==> config.mk <==
export PLATFORM = sky130hd
export DESIGN_NAME = multicycle_control_flat
export DESIGN_NICKNAME = d
export VERILOG_FILES = /design/src/rtl/multicycle_control_pkg.sv /design/src/rtl/multicycle_control_if.sv /design/src/rtl/multicycle_control_alu_ctrl_decode.sv /design/src/rtl/multicycle_control.sv /design/src/flat_wrapper.sv
export SDC_FILE = /design/constraint.sdc
export NUM_CORES = 1
export LEC_CHECK = 0
export CORE_UTILIZATION = 35
export CTS_CLUSTER_DIAMETER = 80
export DETAILED_ROUTE_END_ITERATION = 16
export HOLD_SLACK_MARGIN = 0.05
export PLACE_DENSITY_LB_ADDON = 0.25
export SKIP_CTS_REPAIR_TIMING = 1
export SLEW_MARGIN = 20
export SYNTH_ARGS = -nofsm -noshare
export SYNTH_HDL_FRONTEND = slang
export SYNTH_SLANG_ARGS = --single-unit
==> constraint.sdc <==
create_clock -name clk -period 3.2 [get_ports clk]
set_input_delay 0.32 -clock clk [delete_from_list [all_inputs] [get_ports clk]]
set_output_delay 0.32 -clock clk [all_outputs]
set_load 0.02 [all_outputs]
==> src/rtl/multicycle_control_pkg.sv <==
// rtl/multicycle_control_pkg.sv - RV32I opcodes, ALU/writeback encodings and controller state type
package multicycle_control_pkg;

    localparam logic [6:0] OPC_OP     = 7'b0110011;
    localparam logic [6:0] OPC_OP_IMM = 7'b0010011;
    localparam logic [6:0] OPC_LOAD   = 7'b0000011;
    localparam logic [6:0] OPC_STORE  = 7'b0100011;
    localparam logic [6:0] OPC_BRANCH = 7'b1100011;
    localparam logic [6:0] OPC_JAL    = 7'b1101111;
    localparam logic [6:0] OPC_JALR   = 7'b1100111;
    localparam logic [6:0] OPC_LUI    = 7'b0110111;
    localparam logic [6:0] OPC_AUIPC  = 7'b0010111;

    typedef enum logic [2:0] {
        ALU_ADD  = 3'b000,
        ALU_SLL  = 3'b001,
        ALU_SLT  = 3'b010,
        ALU_SLTU = 3'b011,
        ALU_XOR  = 3'b100,
        ALU_SR   = 3'b101,
        ALU_OR   = 3'b110,
        ALU_AND  = 3'b111
    } alu_op_t;

    typedef enum logic [1:0] {
        WB_ALU = 2'b00,
        WB_MEM = 2'b01,
        WB_PC4 = 2'b10,
        WB_IMM = 2'b11
    } wb_sel_t;

    typedef enum logic [2:0] {
        S_FETCH, S_DECODE, S_EXEC, S_MEM, S_WB, S_TRAP
    } ctrl_state_t;

    // The ALU result for BEQ/BNE is rs1-rs2, for the others it is the slt bit,
    // so zero means "equal" for the first pair and "not less" for the rest.
    function automatic logic branch_taken(input logic [2:0] funct3, input logic zero);
        case (funct3)
            3'b000:  return zero;
            3'b001:  return !zero;
            3'b100:  return !zero;
            3'b101:  return zero;
            3'b110:  return !zero;
            3'b111:  return zero;
            default: return 1'b0;
        endcase
    endfunction

endpackage

==> src/rtl/multicycle_control_if.sv <==
// rtl/multicycle_control_if.sv - fetch handshake, ALU control, memory and writeback signals
interface multicycle_control_if;
    logic        instr_valid;
    logic        instr_ready;
    logic [31:0] instr;
    logic [2:0]  alu_op;
    logic        alu_b_negate;
    logic        alu_b_add_one;
    logic        alu_sign;
    logic        alu_zero_flag;
    logic        alu_a_sel;
    logic        alu_b_sel;
    logic        mem_req;
    logic        mem_we;
    logic        mem_ack;
    logic        reg_we;
    logic [1:0]  wb_sel;
    logic        pc_we;
    logic        pc_sel;
    logic        illegal;

    modport master (
        input  instr_valid, instr, alu_zero_flag, mem_ack,
        output instr_ready, alu_op, alu_b_negate, alu_b_add_one, alu_sign,
               alu_a_sel, alu_b_sel, mem_req, mem_we, reg_we, wb_sel,
               pc_we, pc_sel, illegal
    );

    modport slave (
        output instr_valid, instr, alu_zero_flag, mem_ack,
        input  instr_ready, alu_op, alu_b_negate, alu_b_add_one, alu_sign,
               alu_a_sel, alu_b_sel, mem_req, mem_we, reg_we, wb_sel,
               pc_we, pc_sel, illegal
    );
endinterface

==> src/rtl/multicycle_control_alu_ctrl_decode.sv <==
// rtl/multicycle_control_alu_ctrl_decode.sv - combinational RV32I decode to ALU controls and legality
module alu_ctrl_decode
    import multicycle_control_pkg::*;
(
    input  logic [6:0] opcode,
    input  logic [2:0] funct3,
    input  logic [6:0] funct7,
    output alu_op_t    alu_op,
    output logic       b_negate,
    output logic       b_add_one,
    output logic       sign,
    output logic       a_sel,
    output logic       b_sel,
    output logic       illegal_dec
);

    // Map opcode/funct fields to ALU controls and flag encodings outside RV32I
    always_comb begin
        alu_op      = ALU_ADD;
        b_negate    = 1'b0;
        b_add_one   = 1'b0;
        sign        = 1'b0;
        a_sel       = 1'b0;
        b_sel       = 1'b0;
        illegal_dec = 1'b0;
        case (opcode)
            OPC_OP: begin
                alu_op = alu_op_t'(funct3);
                if (funct7 == 7'h20 && (funct3 == 3'b000 || funct3 == 3'b101)) begin
                    b_negate  = (funct3 == 3'b000);
                    b_add_one = (funct3 == 3'b000);
                    sign      = (funct3 == 3'b101);
                end else if (funct7 != 7'h00) begin
                    illegal_dec = 1'b1;
                end
            end
            OPC_OP_IMM: begin
                alu_op = alu_op_t'(funct3);
                b_sel  = 1'b1;
                if (funct3 == 3'b001 && funct7 != 7'h00)
                    illegal_dec = 1'b1;
                if (funct3 == 3'b101) begin
                    if (funct7 == 7'h20)
                        sign = 1'b1;
                    else if (funct7 != 7'h00)
                        illegal_dec = 1'b1;
                end
            end
            OPC_LOAD: begin
                b_sel       = 1'b1;
                illegal_dec = (funct3 == 3'b011) || (funct3[2:1] == 2'b11);
            end
            OPC_STORE: begin
                b_sel       = 1'b1;
                illegal_dec = funct3[2] || (funct3[1] && funct3[0]);
            end
            OPC_BRANCH: begin
                alu_op      = funct3[2] ? (funct3[1] ? ALU_SLTU : ALU_SLT) : ALU_ADD;
                b_negate    = !funct3[2];
                b_add_one   = !funct3[2];
                illegal_dec = (funct3[2:1] == 2'b01);
            end
            OPC_JAL: begin
                a_sel = 1'b1;
                b_sel = 1'b1;
            end
            OPC_JALR: begin
                b_sel       = 1'b1;
                illegal_dec = (funct3 != 3'b000);
            end
            OPC_LUI: begin
                b_sel = 1'b1;
            end
            OPC_AUIPC: begin
                a_sel = 1'b1;
                b_sel = 1'b1;
            end
            default: illegal_dec = 1'b1;
        endcase
    end

endmodule

==> src/rtl/multicycle_control.sv <==
// rtl/multicycle_control.sv - multi-cycle RV32I control FSM driving the ALU, memory port and PC
module multicycle_control
    import multicycle_control_pkg::*;
(
    input  logic clk,
    input  logic rst_n,
    multicycle_control_if.master bus
);

    ctrl_state_t state;
    logic [31:0] ir;
    logic        ready_q, illegal_q;
    alu_op_t     op_q;
    logic        neg_q, add1_q, sign_q, a_q, b_q;
    logic        mreq_q, mwe_q, rwe_q, pwe_q, psel_q, br_q;
    wb_sel_t     wb_q;

    alu_op_t     dec_op;
    logic        dec_neg, dec_add1, dec_sign, dec_a, dec_b, dec_illegal;
    wb_sel_t     dec_wb;
    logic        is_branch, is_load, is_store, is_jump;
    logic        retire;
    logic        unused_ir;

    alu_ctrl_decode u_decode (
        .opcode      (ir[6:0]),
        .funct3      (ir[14:12]),
        .funct7      (ir[31:25]),
        .alu_op      (dec_op),
        .b_negate    (dec_neg),
        .b_add_one   (dec_add1),
        .sign        (dec_sign),
        .a_sel       (dec_a),
        .b_sel       (dec_b),
        .illegal_dec (dec_illegal)
    );

    assign is_branch = (ir[6:0] == OPC_BRANCH);
    assign is_load   = (ir[6:0] == OPC_LOAD);
    assign is_store  = (ir[6:0] == OPC_STORE);
    assign is_jump   = (ir[6:0] == OPC_JAL) || (ir[6:0] == OPC_JALR);
    assign unused_ir = ^{ir[24:15], ir[11:7]};

    // Writeback source chosen once per instruction from its opcode
    always_comb begin
        dec_wb = WB_ALU;
        if (ir[6:0] == OPC_LUI)
            dec_wb = WB_IMM;
        else if (is_jump)
            dec_wb = WB_PC4;
        else if (is_load)
            dec_wb = WB_MEM;
    end

    // Last cycle of an instruction: branch resolves in EXEC, store on its ack, everything else in WB
    assign retire = (state == S_EXEC && is_branch)
                 || (state == S_MEM && bus.mem_ack && is_store)
                 || (state == S_WB);

    // Controller state, IR and all registered control outputs
    always_ff @(posedge clk or negedge rst_n) begin
        if (!rst_n) begin
            state     <= S_FETCH;
            ir        <= '0;
            ready_q   <= 1'b0;
            illegal_q <= 1'b0;
            op_q      <= ALU_ADD;
            neg_q     <= 1'b0;
            add1_q    <= 1'b0;
            sign_q    <= 1'b0;
            a_q       <= 1'b0;
            b_q       <= 1'b0;
            mreq_q    <= 1'b0;
            mwe_q     <= 1'b0;
            rwe_q     <= 1'b0;
            pwe_q     <= 1'b0;
            psel_q    <= 1'b0;
            br_q      <= 1'b0;
            wb_q      <= WB_ALU;
        end else begin
            case (state)
                S_FETCH: begin
                    if (bus.instr_valid && ready_q) begin
                        ir      <= bus.instr;
                        ready_q <= 1'b0;
                        state   <= S_DECODE;
                    end else begin
                        ready_q <= 1'b1;
                    end
                end
                S_DECODE: begin
                    if (dec_illegal) begin
                        illegal_q <= 1'b1;
                        state     <= S_TRAP;
                    end else begin
                        op_q   <= dec_op;
                        neg_q  <= dec_neg;
                        add1_q <= dec_add1;
                        sign_q <= dec_sign;
                        a_q    <= dec_a;
                        b_q    <= dec_b;
                        wb_q   <= dec_wb;
                        pwe_q  <= is_branch;
                        br_q   <= is_branch;
                        state  <= S_EXEC;
                    end
                end
                S_EXEC: begin
                    if (is_load || is_store) begin
                        mreq_q <= 1'b1;
                        mwe_q  <= is_store;
                        state  <= S_MEM;
                    end else if (!is_branch) begin
                        rwe_q  <= 1'b1;
                        pwe_q  <= 1'b1;
                        psel_q <= is_jump;
                        state  <= S_WB;
                    end
                end
                S_MEM: begin
                    if (bus.mem_ack && is_load) begin
                        mreq_q <= 1'b0;
                        mwe_q  <= 1'b0;
                        rwe_q  <= 1'b1;
                        pwe_q  <= 1'b1;
                        psel_q <= 1'b0;
                        state  <= S_WB;
                    end
                end
                S_WB:    state <= S_FETCH;
                S_TRAP:  state <= S_TRAP;
                default: state <= S_TRAP;
            endcase
            if (retire) begin
                state   <= S_FETCH;
                ready_q <= 1'b1;
                op_q    <= ALU_ADD;
                neg_q   <= 1'b0;
                add1_q  <= 1'b0;
                sign_q  <= 1'b0;
                a_q     <= 1'b0;
                b_q     <= 1'b0;
                wb_q    <= WB_ALU;
                mreq_q  <= 1'b0;
                mwe_q   <= 1'b0;
                rwe_q   <= 1'b0;
                pwe_q   <= 1'b0;
                psel_q  <= 1'b0;
                br_q    <= 1'b0;
            end
        end
    end

    assign bus.instr_ready   = ready_q;
    assign bus.alu_op        = op_q;
    assign bus.alu_b_negate  = neg_q;
    assign bus.alu_b_add_one = add1_q;
    assign bus.alu_sign      = sign_q;
    assign bus.alu_a_sel     = a_q;
    assign bus.alu_b_sel     = b_q;
    assign bus.mem_req       = mreq_q;
    assign bus.mem_we        = mwe_q;
    assign bus.reg_we        = rwe_q;
    assign bus.wb_sel        = wb_q;
    assign bus.illegal       = illegal_q;
    // A store retires in the cycle its ack arrives and a branch resolves on the
    // zero flag the ALU returns in EXEC, so these two terms follow the inputs.
    assign bus.pc_we         = pwe_q | (mreq_q & mwe_q & bus.mem_ack);
    assign bus.pc_sel        = psel_q | (br_q & branch_taken(ir[14:12], bus.alu_zero_flag));

endmodule

==> src/flat_wrapper.sv <==
// flat-port wrapper written by rule: the top's interface ports become plain ports
module multicycle_control_flat import multicycle_control_pkg::*;
  (clk, rst_n, bus_instr_valid, bus_instr, bus_alu_zero_flag, bus_mem_ack, bus_instr_ready, bus_alu_op, bus_alu_b_negate, bus_alu_b_add_one, bus_alu_sign, bus_alu_a_sel, bus_alu_b_sel, bus_mem_req, bus_mem_we, bus_reg_we, bus_wb_sel, bus_pc_we, bus_pc_sel, bus_illegal);
  multicycle_control_if bus_i ();
  input  logic clk;
  input  logic rst_n;
  input wire logic [$bits(bus_i.instr_valid)-1:0] bus_instr_valid;
  input wire logic [$bits(bus_i.instr)-1:0] bus_instr;
  input wire logic [$bits(bus_i.alu_zero_flag)-1:0] bus_alu_zero_flag;
  input wire logic [$bits(bus_i.mem_ack)-1:0] bus_mem_ack;
  output wire logic [$bits(bus_i.instr_ready)-1:0] bus_instr_ready;
  output wire logic [$bits(bus_i.alu_op)-1:0] bus_alu_op;
  output wire logic [$bits(bus_i.alu_b_negate)-1:0] bus_alu_b_negate;
  output wire logic [$bits(bus_i.alu_b_add_one)-1:0] bus_alu_b_add_one;
  output wire logic [$bits(bus_i.alu_sign)-1:0] bus_alu_sign;
  output wire logic [$bits(bus_i.alu_a_sel)-1:0] bus_alu_a_sel;
  output wire logic [$bits(bus_i.alu_b_sel)-1:0] bus_alu_b_sel;
  output wire logic [$bits(bus_i.mem_req)-1:0] bus_mem_req;
  output wire logic [$bits(bus_i.mem_we)-1:0] bus_mem_we;
  output wire logic [$bits(bus_i.reg_we)-1:0] bus_reg_we;
  output wire logic [$bits(bus_i.wb_sel)-1:0] bus_wb_sel;
  output wire logic [$bits(bus_i.pc_we)-1:0] bus_pc_we;
  output wire logic [$bits(bus_i.pc_sel)-1:0] bus_pc_sel;
  output wire logic [$bits(bus_i.illegal)-1:0] bus_illegal;
  assign bus_i.instr_valid = bus_instr_valid;
  assign bus_i.instr = bus_instr;
  assign bus_i.alu_zero_flag = bus_alu_zero_flag;
  assign bus_i.mem_ack = bus_mem_ack;
  assign bus_instr_ready = bus_i.instr_ready;
  assign bus_alu_op = bus_i.alu_op;
  assign bus_alu_b_negate = bus_i.alu_b_negate;
  assign bus_alu_b_add_one = bus_i.alu_b_add_one;
  assign bus_alu_sign = bus_i.alu_sign;
  assign bus_alu_a_sel = bus_i.alu_a_sel;
  assign bus_alu_b_sel = bus_i.alu_b_sel;
  assign bus_mem_req = bus_i.mem_req;
  assign bus_mem_we = bus_i.mem_we;
  assign bus_reg_we = bus_i.reg_we;
  assign bus_wb_sel = bus_i.wb_sel;
  assign bus_pc_we = bus_i.pc_we;
  assign bus_pc_sel = bus_i.pc_sel;
  assign bus_illegal = bus_i.illegal;
  multicycle_control u_core (.clk(clk), .rst_n(rst_n), .bus(bus_i));
endmodule
==> key figures <==
Drt
  • Post-Route WL: about 4000 um
  • Routed WL per cell: 13.80 um
  • Via count: 1526
  • Vias per cell: 5.190
  • DRC: 0
  • DRT iter0 DRCs: 96
  • DRT Pass-1 Iters: 4
  • Routed Antenna Nets: 0

Logic synthesis
  • Yosys warning count: 0
  • Yosys reg bits: 37
  • Synth Flop Type: dfrtp_1
  • Synth top area share: 47.28%
  • Share of flip-flops with an asynchronous set or reset: 100.0%
  • Cell area after synthesis: roughly 2000 um2
  • EDFF count, synth: 0
  • Synth Net Count: 227
  • Seq/Total Area, Yosys: 47.28%
  • Synthesized area per cell: 10.31 um2
  • Synth Instances: 190
  • Dominant cell type by area after synthesis: dfrtp_1
  • Largest cells by area after synthesis: dfrtp_1 (47%), mux2_2 (10%), o21ai_0 (3.6%), nand3_1 (2.6%), nor3_1 (2.3%)
  • Yosys cell types: 45

Worst setup path
  • CP cell instances: nand4bb_4, nor3b_4, o2111ai_1, nand4_1, buf_4, nor3_1, a31o_2
  • Crit path capture type: flip-flop
  • Critical path's slowest cell: dfrtp_1
  • Critical Path RT: 3370 ps
  • Crit path max-delay family: simple AND/OR/NAND/NOR gates
  • Startpoint types: flip-flop
  • CP max FO: 12
  • Buf+Inv Stages, Crit Path: 1
  • Max incr delay on CP: 470 ps
  • Crit Path Category: reg2reg
  • CP Data Arrival Time: 2560 ps

STA
  • FMAX: around 420 MHz
  • Final clock skew: 10.25 ps
  • Setup violators final: 0
  • Fin crit period: 2389 ps
  • Final hold vios: 0
  • Setup ws final: about 810 ps
  • Tightest Pin Transition: 807.9 ps
  • Final period utilization: 74.65%
  • Worst rel slew slack: 45.99%
  • RSZ-0062 raised after global routing: no
  • Setup Total Neg Slack: 0 ps
  • Final Max Slew Viols: 0

Global route
  • Gr ovfl total: 0
  • Total track usage: roughly 15%
  • Grt met3 use: 3.690%
  • GR met2 Demand/Resource: 23.39%
  • GR peak layer: met2
  • GR Layer Usage met1: 21.14%
  • First-pass GRT wire length: 7245 um
  • Initial antenna violation count: 0
  • Vias in the first global route: 1505
  • Pin count of the biggest net entering global routing: 38

Place
  • Pre-CTS WS: about 830 ps
  • HPWL Detailed: about 2900 um
  • GPL Wtd Cong: around 0.81
  • PortBufs: 38

Floorplan
  • Chip width: 76.80 um
  • # rows: 26
  • Core Region: about 5200 um2
  • Die height: 76.80 um
  • DIE AREA: 5897 um2
  • Initial Utilization: 37.39%
  • I/O pin total: 54

Layout
  • Final Net Count: 262
  • N_diodes: 0
  • Layout area overhead: 25.81%
  • Final Core Density: a little under half
  • Fraction of layout cells with a size suffix above 1: approximately 17%
  • # fillers: ~500
  • Commonest cells after routing, fill and taps aside: clkdlybuf4s50_1 (38), dfrtp_1 (37), mux2_2 (18), o21ai_0 (14)
  • Commonest non-fill, non-tap cell in the layout: clkdlybuf4s50_1

Clock tree
  • Clock slew at reported path FFs: 80 ps
  • Clock Path Buffers: 2
  • H-tree levels: 2
  • Clock latency on the worst-skew pair: between 200 and 300 ps
  • CTS Sinks: 37
  • Root Buffer: clkbuf_8
  • CTS tree: yes
  • CTS buffer count: 5

Pwr
  • PD cells: between 300 and 400 nW/um2
  • Worst VDD drop: 0.1937 mV
  • Total Power: between 0.8 and 0.9 mW
  • Leak Pwr: about 1.1 nW

Worst hold path
  • Worst min-delay path class: in2async

Run status
  • Status: finished clean

Run
  • Max cap viols: 0
final cells by class:
class | instances | area (um2) | share of cell area [%]
flip-flops and latches | 37 | 925.9 | 37.58
clock inverters | 1 | 5.005 | 0.2031
inverters | 6 | 22.52 | 0.9142
repair buffers | 42 | 410.4 | 16.66
clock buffers | 5 | 68.82 | 2.793
well taps | 70 | 87.58 | 3.555
multi-input cells | 133 | 943.4 | 38.29
registers in the layout, summed over array words and instances, names as in the netlist, 2 cells and up:
name               cells
u_core.bus.wb_sel      2
u_core.ir             17
u_core.bus.alu_op      3
u_core.state           3
worst paths after layout:
path	start	end	slack [ps]	depth (start not counted)
hold reg to reg	u_core.bus.illegal	u_core.bus.illegal	460	1
setup reg to reg	u_core.ir[2]	u_core.bus.alu_b_add_one	810	7
hold / removal	rst_n	u_core.br_q	440	2
setup / recovery	u_core.ir[2]	u_core.bus.alu_b_add_one	810	7
max in group asynchronous	rst_n	u_core.bus.alu_sign	2420	2
min in group clk	u_core.bus.illegal	u_core.bus.illegal	460	1
synthesized netlist by cell type, types with 2 or more instances:
cell type and instances:
a31oi_1 2, o2111ai_1 2, nand3b_1 3, clkbuf_1 7
and3_1 2, a22oi_1 2, mux2_2 18, mux2i_1 2
buf_4 2, inv_1 6, dfrtp_1 37, nor3_1 9
nor4_1 2, nand4_1 3, a32oi_1 3, a31o_2 3
buf_2 5, a211oi_1 2, nand3_1 10, nand2_1 11
o21ai_0 14, nand2b_1 3, a21o_1 4, a21oi_1 6
a211o_1 2, nor2_1 11
worst register-to-register path: cells and delay by family, from the launching register on:
family	cells	cell delay, ps
AO/OA/AOI/OAI	2	440
buffers and inverters	1	250
flip-flops	1	470
AND/OR/NAND/NOR	4	1110
per-layer routing:
metal / vias to the layer above / part of all wire (%)
met1: 720 / 50
met2: 35 / 44
met3: 6 / 4.1
met5: - / 0
li1: 765 / -
met4: 0 / 1.3
power by group:
group,switching (mW),leakage [nW],internal (mW)
registers,0,0.444,0.467
clock network,0.158,0.0399,0.143
logic,0.0153,0.603,0.0262
total,0.174,1.09,0.637
cells by family after synthesis:
| family | Yosys count | synth area share, % |
|---|---|---|
| XOR/XNOR | 2 | 0.8947 |
| AND/OR/NAND/NOR | 62 | 18.47 |
| AO/OA/AOI/OAI | 48 | 16.87 |
| flip-flops | 37 | 47.28 |
| multiplexers | 21 | 11.95 |
| buffers and inverters | 20 | 4.536 |
per-stage QoR:
stage / instance area (um2) / hold slack (ps) / instances
global route: 2464 / 489.7 / 294
floorplan: 1958 / 24.41 / 190
finish: 2464 / 441.9 / 294
detailed placement: 2390 / 461.4 / 288
global placement: 2390 / 464.5 / 288
CTS: 2464 / 463.3 / 294
No activity file was read; power rests on OpenSTA's default activity.
